**config.mk**
```make
export PLATFORM = sky130hd
export DESIGN_NAME = mem_port_arbiter_flat
export DESIGN_NICKNAME = d
export VERILOG_FILES = /design/src/rtl/mem_port_arbiter_if.sv /design/src/rtl/mem_port_arbiter.sv /design/src/flat_wrapper.sv
export SDC_FILE = /design/constraint.sdc
export NUM_CORES = 1
export LEC_CHECK = 0
export CAP_MARGIN = 15
export CORE_ASPECT_RATIO = 1.5
export CORE_MARGIN = 3
export CORE_UTILIZATION = 30
export DETAILED_ROUTE_END_ITERATION = 10
export PLACE_DENSITY = 0.8
export SLEW_MARGIN = 20
export SYNTH_ARGS = -nofsm -noshare
export SYNTH_HDL_FRONTEND = slang
export SYNTH_SLANG_ARGS = --single-unit
```
**constraint.sdc**
```tcl
create_clock -name clk -period 1.4 [get_ports clk]
set_input_delay 0.21 -clock clk [delete_from_list [all_inputs] [get_ports clk]]
set_output_delay 0.21 -clock clk [all_outputs]
set_load 0.005 [all_outputs]
```
**src/rtl/mem_port_arbiter_if.sv**
```systemverilog
// Bus bundle for mem_port_arbiter: I-port, D-port and downstream cache-FSM signals.
// The slave modport is the arbiter's view; the master modport is the requesters/memory side.
interface mem_port_arbiter_if;
  logic        i_rd;
  logic [15:0] i_addr;
  logic [15:0] i_rdata;
  logic        i_ack;
  logic        i_stall;
  logic        d_rd;
  logic        d_wr;
  logic [15:0] d_addr;
  logic [15:0] d_wdata;
  logic [15:0] d_rdata;
  logic        d_ack;
  logic        d_stall;
  logic        d_err;
  logic [15:0] m_addr;
  logic [15:0] m_data_in;
  logic        m_rd;
  logic        m_wr;
  logic [15:0] m_data_out;
  logic        m_done;
  logic        m_cachehit;
  logic        m_err;
  logic        hit_out;

  modport slave (
    input  i_rd, i_addr, d_rd, d_wr, d_addr, d_wdata, m_data_out, m_done, m_cachehit, m_err,
    output i_rdata, i_ack, i_stall, d_rdata, d_ack, d_stall, d_err,
    output m_addr, m_data_in, m_rd, m_wr, hit_out
  );

  modport master (
    output i_rd, i_addr, d_rd, d_wr, d_addr, d_wdata, m_data_out, m_done, m_cachehit, m_err,
    input  i_rdata, i_ack, i_stall, d_rdata, d_ack, d_stall, d_err,
    input  m_addr, m_data_in, m_rd, m_wr, hit_out
  );
endinterface

```
**src/rtl/mem_port_arbiter.sv**
```systemverilog
// Two-port (instruction fetch / data) arbiter in front of the shared cache subsystem.
// Optional feature: define ARB_ROUND_ROBIN_EN for round-robin tie-breaking (default: D wins ties).
module mem_port_arbiter (
  input  logic clk,
  input  logic rst,
  mem_port_arbiter_if.slave bus
);
  typedef enum logic [1:0] {IDLE, BUSY_I, BUSY_D} state_t;

  state_t      state, state_nx;
  logic        last_grant;   // 0 = I, 1 = D
  logic [15:0] cmd_addr;
  logic [15:0] cmd_wdata;
  logic        cmd_rd;
  logic        cmd_wr;

  logic grant_i, grant_d, done, d_req, d_illegal, d_legal, tie_to_d;
  logic i_ack, d_ack, d_err, hit;
  logic [15:0] i_rdata, d_rdata;

  assign d_req     = bus.d_rd | bus.d_wr;
  assign d_illegal = bus.d_rd & bus.d_wr;
  assign d_legal   = d_req & ~d_illegal;
  assign done      = bus.m_done | bus.m_err;

`ifdef ARB_ROUND_ROBIN_EN
  assign tie_to_d = ~last_grant;
`else
  assign tie_to_d = 1'b1;
`endif

  always_comb begin
    state_nx = state;
    grant_i  = 1'b0;
    grant_d  = 1'b0;
    i_ack    = 1'b0;
    d_ack    = 1'b0;
    d_err    = 1'b0;
    hit      = 1'b0;
    i_rdata  = 16'h0000;
    d_rdata  = 16'h0000;
    case (state)
      IDLE: begin
        // An illegal D request is rejected on the spot and does not block I.
        if (d_illegal) begin
          d_ack   = 1'b1;
          d_err   = 1'b1;
          grant_i = bus.i_rd;
        end else if (bus.i_rd && d_legal) begin
          grant_d = tie_to_d;
          grant_i = ~tie_to_d;
        end else begin
          grant_d = d_legal;
          grant_i = bus.i_rd;
        end
        if (grant_d)      state_nx = BUSY_D;
        else if (grant_i) state_nx = BUSY_I;
      end
      BUSY_I: begin
        if (done) begin
          i_ack    = 1'b1;
          i_rdata  = bus.m_data_out;
          hit      = bus.m_cachehit;
          state_nx = IDLE;
        end
      end
      BUSY_D: begin
        if (done) begin
          d_ack    = 1'b1;
          d_err    = bus.m_err;
          d_rdata  = bus.m_data_out;
          hit      = bus.m_cachehit;
          state_nx = IDLE;
        end
      end
      default: state_nx = IDLE;
    endcase
  end

  always_ff @(posedge clk) begin
    if (!rst) begin
      state      <= IDLE;
      last_grant <= 1'b0;
      cmd_addr   <= 16'h0000;
      cmd_wdata  <= 16'h0000;
      cmd_rd     <= 1'b0;
      cmd_wr     <= 1'b0;
    end else begin
      state <= state_nx;
      if (grant_d) begin
        cmd_addr  <= bus.d_addr;
        cmd_wdata <= bus.d_wdata;
        cmd_rd    <= bus.d_rd;
        cmd_wr    <= bus.d_wr;
      end else if (grant_i) begin
        cmd_addr <= bus.i_addr;
        cmd_rd   <= 1'b1;
        cmd_wr   <= 1'b0;
      end else if (i_ack || (d_ack && state == BUSY_D)) begin
        // Commands drop on the way back to IDLE; address/data keep their last value.
        cmd_rd     <= 1'b0;
        cmd_wr     <= 1'b0;
        last_grant <= (state == BUSY_D);
      end
    end
  end

  assign bus.m_addr    = cmd_addr;
  assign bus.m_data_in = cmd_wdata;
  assign bus.m_rd      = cmd_rd;
  assign bus.m_wr      = cmd_wr;
  assign bus.i_ack     = i_ack;
  assign bus.i_rdata   = i_rdata;
  assign bus.i_stall   = bus.i_rd & ~i_ack;
  assign bus.d_ack     = d_ack;
  assign bus.d_rdata   = d_rdata;
  assign bus.d_err     = d_err;
  assign bus.d_stall   = d_req & ~d_ack;
  assign bus.hit_out   = hit;
endmodule

```
**src/flat_wrapper.sv**
```systemverilog
// flat-port wrapper written by rule: the top's interface ports become plain ports
module mem_port_arbiter_flat 
  (clk, rst, bus_i_rd, bus_i_addr, bus_d_rd, bus_d_wr, bus_d_addr, bus_d_wdata, bus_m_data_out, bus_m_done, bus_m_cachehit, bus_m_err, bus_i_rdata, bus_i_ack, bus_i_stall, bus_d_rdata, bus_d_ack, bus_d_stall, bus_d_err, bus_m_addr, bus_m_data_in, bus_m_rd, bus_m_wr, bus_hit_out);
  mem_port_arbiter_if bus_i ();
  input  logic clk;
  input  logic rst;
  input wire logic [$bits(bus_i.i_rd)-1:0] bus_i_rd;
  input wire logic [$bits(bus_i.i_addr)-1:0] bus_i_addr;
  input wire logic [$bits(bus_i.d_rd)-1:0] bus_d_rd;
  input wire logic [$bits(bus_i.d_wr)-1:0] bus_d_wr;
  input wire logic [$bits(bus_i.d_addr)-1:0] bus_d_addr;
  input wire logic [$bits(bus_i.d_wdata)-1:0] bus_d_wdata;
  input wire logic [$bits(bus_i.m_data_out)-1:0] bus_m_data_out;
  input wire logic [$bits(bus_i.m_done)-1:0] bus_m_done;
  input wire logic [$bits(bus_i.m_cachehit)-1:0] bus_m_cachehit;
  input wire logic [$bits(bus_i.m_err)-1:0] bus_m_err;
  output wire logic [$bits(bus_i.i_rdata)-1:0] bus_i_rdata;
  output wire logic [$bits(bus_i.i_ack)-1:0] bus_i_ack;
  output wire logic [$bits(bus_i.i_stall)-1:0] bus_i_stall;
  output wire logic [$bits(bus_i.d_rdata)-1:0] bus_d_rdata;
  output wire logic [$bits(bus_i.d_ack)-1:0] bus_d_ack;
  output wire logic [$bits(bus_i.d_stall)-1:0] bus_d_stall;
  output wire logic [$bits(bus_i.d_err)-1:0] bus_d_err;
  output wire logic [$bits(bus_i.m_addr)-1:0] bus_m_addr;
  output wire logic [$bits(bus_i.m_data_in)-1:0] bus_m_data_in;
  output wire logic [$bits(bus_i.m_rd)-1:0] bus_m_rd;
  output wire logic [$bits(bus_i.m_wr)-1:0] bus_m_wr;
  output wire logic [$bits(bus_i.hit_out)-1:0] bus_hit_out;
  assign bus_i.i_rd = bus_i_rd;
  assign bus_i.i_addr = bus_i_addr;
  assign bus_i.d_rd = bus_d_rd;
  assign bus_i.d_wr = bus_d_wr;
  assign bus_i.d_addr = bus_d_addr;
  assign bus_i.d_wdata = bus_d_wdata;
  assign bus_i.m_data_out = bus_m_data_out;
  assign bus_i.m_done = bus_m_done;
  assign bus_i.m_cachehit = bus_m_cachehit;
  assign bus_i.m_err = bus_m_err;
  assign bus_i_rdata = bus_i.i_rdata;
  assign bus_i_ack = bus_i.i_ack;
  assign bus_i_stall = bus_i.i_stall;
  assign bus_d_rdata = bus_i.d_rdata;
  assign bus_d_ack = bus_i.d_ack;
  assign bus_d_stall = bus_i.d_stall;
  assign bus_d_err = bus_i.d_err;
  assign bus_m_addr = bus_i.m_addr;
  assign bus_m_data_in = bus_i.m_data_in;
  assign bus_m_rd = bus_i.m_rd;
  assign bus_m_wr = bus_i.m_wr;
  assign bus_hit_out = bus_i.hit_out;
  mem_port_arbiter u_core (.clk(clk), .rst(rst), .bus(bus_i));
endmodule
```
==> results.yml, run 1 <==
clock_tree:
  cts_buffers: 5
  cts_buffer_depth: 2
  root_buffer: "clkbuf_8"
  cts_tree: "yes"
  cts_hold_buf: 0
  htreeDepth: 2
  clkTransAtPathRegs_ns: 0.07
  cts_sinks: 36
  clk_latency_ns: 0.29
timing:
  period_share: 1.25
  report.final.slew_viol_count: 0
  setup_tns_ns: -10.65
  finalHoldViolCount: 0
  tightest_slew_ns: 0.314
  finalSetupViolations: 55
  hold_slack_ns: 0.372
  fin_ws_ns: -0.352
  fin_crit_ns: 1.75
  skew_ns: 0.00369
  max_slew_margin: 0.791
  rsz0062_at_grt: "yes"
  fmax_ghz: 0.571
final_layout:
  drive_gt1_frac: 0.498
  layout_common_cells: "clkdlybuf4s50_1, buf_6, and2_4"
  design_area_mm2: 0.00435
  final-seq-area_um2: 744
  nets: 497
  n_antenna_cell: 0
  final_common_cell: "clkdlybuf4s50_1"
  area_growth_pct: 135
  multiInputGateArea_mm2: 0.00152
  nFillCells: 451
placed_design:
  globalplace.congestion: 0.818
  portBuffers: 143
  place_hpwl_mm: 5.17
  place_ws_ns: -0.782
  placed_area_mm2: 0.00352
global_route:
  grt_max_degree: 20
  grt_pass1_wl_mm: 12.0
  grt-ovfl-total: 0
  grt_pass1_vias: 2409
  antenna_found_initial: 0
  grt_usage: 0.210
routing:
  via_per_inst: 4.91
  wirelength_mm: 8.06
  remaining_drc_errors: 0
  routed-via-count: 2415
  drt_iter0_drc: 82
  detail_route.wl_per_cell_um: 16.4
  drt_first_pass_iters: 4
  drtAntennaViolNets: 0
critical_path:
  crit_family: "flip-flops"
  critPathBufInv: 2
  worstPathArrival_ns: 1.54
  crit_type: "flip-flop to output pin"
  cp.required_ns: 1.19
  crit_slowest_cell: "dfxtp_4"
  crit_path_start: "u_core.state[0]"
  cp_max_fo: 3
  r2r_start: "u_core.state[1]"
  cp-start-kind: "flip-flop"
  critical_path.cell_chain: "inv_4 > ha_4 > a211o_1 > nor2b_4 > nor2_2 > buf_2"
  slowest_delay_ns: 0.38
  crit_path_end_kind: "output pin"
power:
  pwr_density_cell_mw_per_mm2: 884
  power_switching_mw: 1.17
  finalPower_mw: 3.84
  power.leakage_nw: 1.88
  sw_frac_of_total: 0.306
  vdd_drop_max_v: 0.000576
  clkPwrFrac: 0.241
  intPower_mw: 2.67
  p_seq_frac: 0.325
  share_comb_of_total_power: 0.434
worst_hold_path:
  hp-start: "bus_d_wr"
  hold_class: "primary input to flip-flop"
synth:
  async_flop_share: 0
  synthesis.area_mm2: 0.00185
  synthesis.instances: 239
  avgSynthCellArea_um2: 7.75
  ys_ff_latch: 36
  ys.flop_type: "dfxtp_1"
  ys_warn_count: 0
  synth_edf_count: 0
  synth_cell_types: 32
  synth_fp_nets: 317
  synth-seq-area-share: 0.389
floorplan:
  rows: 34
  core_area_mm2: 0.00591
  fp.dieH_um: 102
  die_area_mm2: 0.00718
  start_util: 0.313
  ioPinCount: 144
  die_w_um: 70.2
run:
  maxCapViolCount: 0
run_status:
  status: "finished with violations"
  violations: "negative setup slack"
## routing by layer
layer	vias to the layer above	global-route usage	wire (um)
met5	-	0	0
met4	0	0.0413	61
met3	6	0.0541	383
met2	86	0.393	4540
met1	1139	0.241	3070
li1	1184	-	-
## cells by family (layout without fill, tap and decap cells)
kind of cell	after synthesis	count (layout)	synth area share
adder cells (fa/ha/maj)	6	6	0.0405
buffers and inverters	22	197	0.0581
flip-flops	36	36	0.389
AND/OR/NAND/NOR	98	99	0.256
AO/OA/AOI/OAI	77	82	0.257
## state kept, by name, indices dropped and copies added, names as in the netlist
name / cells
u_core.bus.m_addr: 16
u_core.state: 2
u_core.bus.m_wr: 1
u_core.bus.m_rd: 1
u_core.bus.m_data_in: 16
## cell type report
class	count	area share
Sequential cell	36	0.171
Clock buffer	5	0.0158
Timing Repair Buffer	183	0.428
Multi-Input combinational cell	187	0.349
Inverter	6	0.00633
Tap cell	72	0.0207
Clock inverter	3	0.00978
## repair_timing
action | in CTS | in global routing
buffers inserted | 16 | 3
endpoints found under the setup margin | 74 | 78
gates cloned | 8 | 0
gates resized for setup | 244 | 118
pin swaps | 45 | 41
## cell usage after synthesis (2+ instances only)
cell type,n,area (um2)
o21ai_1,10,50.1
buf_2,5,25.0
ha_1,6,75.1
o2bb2ai_1,15,131
nor2_1,19,71.3
a21o_1,2,15.0
o21ai_0,6,30.0
dfxtp_1,36,721
buf_4,3,22.5
o32ai_1,2,17.5
a21oi_1,34,170
nor2b_1,2,12.5
nand2_1,39,146
inv_1,4,15.0
clkbuf_1,6,22.5
or3b_1,2,17.5
and2_1,33,206
## worst paths after layout
check	end	slack (ns)	cells past startpoint
setup / recovery	bus_d_stall	-0.35	6
hold / removal	u_core.bus.m_wr	0.37	3
setup reg to reg	u_core.state[1]	-0.22	6
hold reg to reg	u_core.bus.m_data_in[3]	0.45	2
## worst reg2reg max path: cells and delay by family (launching register included)
kind,cells,cell delay [ns]
flip-flops,1,0.37
adder cells (fa/ha/maj),1,0.27
AO/OA/AOI/OAI,2,0.31
buffers and inverters,2,0.21
AND/OR/NAND/NOR,1,0.40
## per-stage QoR
step | utilization | cells
after floorplan | - | 239
after global placement | 0.595 | 463
final | 0.736 | 492
after global routing | 0.736 | 492
after CTS | 0.674 | 492
after detailed placement | 0.595 | 463
## power groups by stage
stage | clock network (mW) | registers (mW) | logic, mW
after floorplan | 0 | 1.25 | 0.452
after global placement | 0 | 1.24 | 1.22
after detailed placement | 0 | 1.24 | 1.24
after CTS | 0.938 | 1.22 | 1.49
after global routing | 0.991 | 1.27 | 1.78
final | 0.926 | 1.25 | 1.67
Power figures use the tool's default switching activity.
==> run 2: changes to the inputs <==
--- a/config.mk
+++ b/config.mk
@@ -6,11 +6,13 @@
 export NUM_CORES = 1
 export LEC_CHECK = 0
 export CAP_MARGIN = 15
+export CELL_PAD_IN_SITES_DETAIL_PLACEMENT = 0
+export CELL_PAD_IN_SITES_GLOBAL_PLACEMENT = 1
 export CORE_ASPECT_RATIO = 1.5
 export CORE_MARGIN = 3
-export CORE_UTILIZATION = 30
+export CORE_UTILIZATION = 20
 export DETAILED_ROUTE_END_ITERATION = 10
-export PLACE_DENSITY = 0.8
+export PLACE_DENSITY = 0.81
 export SLEW_MARGIN = 20
 export SYNTH_ARGS = -nofsm -noshare
 export SYNTH_HDL_FRONTEND = slang
==> results.yml, run 2 (synthesis results as in run 1) <==
placed_design:
  dp_cells: 502
  globalplace.congestion: 0.733
  placed_area_mm2: 0.00358
  place_hpwl_mm: 5.70
  portBuffers: 143
  place_ws_ns: -0.773
timing:
  fin_crit_ns: 1.69
  max_slew_margin: 0.748
  report.final.slew_viol_count: 0
  fmax_ghz: 0.592
  finalHoldViolCount: 0
  rsz0062_at_grt: "yes"
  period_share: 1.21
  tightest_slew_ns: 0.378
  setup_tns_ns: -9.30
  skew_ns: 0.00338
  fin_ws_ns: -0.290
  finalSetupViolations: 58
  hold_slack_ns: 0.389
run:
  maxCapViolCount: 0
final_layout:
  nets: 493
  final-seq-area_um2: 726
  design_area_mm2: 0.00413
  drive_gt1_frac: 0.327
  nFillCells: 905
  layout_common_cells: "clkdlybuf4s50_1, buf_6, nand2_1"
  multiInputGateArea_mm2: 0.00127
  fin_cells: 526
  final_util: 0.462
  n_antenna_cell: 0
  area_growth_pct: 123
  final_common_cell: "clkdlybuf4s50_1"
critical_path:
  r2r_cells: 7
  reg2reg_slack_ns: -0.20
  worstPathArrival_ns: 1.48
  crit_path_end_kind: "output pin"
  worstSetupPathDepth: 6
  critical_path.cell_chain: "inv_6 > ha_4 > a211o_1 > nor2b_4 > nor2_1 > buf_2"
  slowest_delay_ns: 0.38
  endpoint: "bus_d_stall"
  crit_path_start: "u_core.state[0]"
  cp-start-kind: "flip-flop"
  crit_slowest_cell: "dfxtp_4"
  reg2reg_to: "u_core.bus.m_rd"
  critPathBufInv: 2
  cp.required_ns: 1.19
  crit_type: "flip-flop to output pin"
  r2r_start: "u_core.state[0]"
  crit_family: "flip-flops"
  cp_max_fo: 3
floorplan:
  start_util: 0.207
  die_area_mm2: 0.0105
  die_w_um: 84.6
  core_area_mm2: 0.00893
  ioPinCount: 144
  fp.dieH_um: 124
  rows: 42
global_route:
  antenna_found_initial: 0
  grt-ovfl-total: 0
  grt_usage: 0.147
  grt_pass1_wl_mm: 12.2
  grt_max_degree: 23
  grt_pass1_vias: 2381
run_status:
  violations: "negative setup slack"
  status: "finished with violations"
worst_hold_path:
  hold_class: "primary input to flip-flop"
  hp-start: "bus_d_wr"
clock_tree:
  root_buffer: "clkbuf_16"
  cts_buffer_depth: 2
  cts_hold_buf: 0
  htreeDepth: 2
  cts_sinks: 36
  clkTransAtPathRegs_ns: 0.05
  cts_buffers: 5
  cts_tree: "yes"
  clk_latency_ns: 0.27
routing:
  remaining_drc_errors: 0
  via_per_inst: 4.44
  wirelength_mm: 7.87
  drtAntennaViolNets: 0
  routed-via-count: 2336
  drt_first_pass_iters: 4
  drt_iter0_drc: 34
  detail_route.wl_per_cell_um: 15.0
power:
  vdd_drop_max_v: 0.000472
  pwr_density_cell_mw_per_mm2: 925
  power.leakage_nw: 1.69
  finalPower_mw: 3.82
==> run 2: worst min-delay path: cells and delay by family <==
| kind | cells | cell delay, ns |
|---|---|---|
| AOI/OAI and AO/OA | 1 | 0.07 |
| buffers and inverters | 1 | 0.26 |
| and+or+nand+nor | 1 | 0.07 |
==> run 2: routing by layer <==
layer,part of all wire,up-vias,GRT usage
met5,0,-,0
met4,0.019,0,0.0426
met3,0.063,15,0.0404
met2,0.55,86,0.286
met1,0.37,1067,0.151
li1,-,1168,-
==> run 2: where the power goes <==
part | leakage, nW | internal, mW | switching [mW]
logic | 1.32 | 0.899 | 0.588
clock network | 0.0712 | 0.709 | 0.399
registers | 0.299 | 1.15 | 0.0689
total | 1.69 | 2.76 | 1.06
==> run 2: worst min-delay path by stage <==
stage | end | slack [ns] | cells past startpoint
floorplan | u_core.bus.m_data_in[0] | 0.35 | 2
global placement | u_core.bus.m_data_in[10] | 0.44 | 2
detailed placement | u_core.bus.m_data_in[1] | 0.45 | 2
CTS | u_core.bus.m_rd | 0.39 | 3
global route | u_core.bus.m_wr | 0.42 | 3
finish | u_core.bus.m_wr | 0.39 | 3
==> run 2: final cells by class <==
cell class                 instances  share of cell area
clock buffer                       8              0.0355
inverter                           6             0.00727
multi-input combinational        185               0.309
sequential                        36               0.176
tap                              110              0.0333
timing repair buffer             181               0.439
==> run 2: what timing repair did <==
action | 4_1_cts | 5_1_grt
endpoints found under the setup margin | 74 | 74
buffers inserted | 13 | 1
gates cloned | 5 | 0
gates resized for setup | 226 | 34
pin swaps | 37 | 4
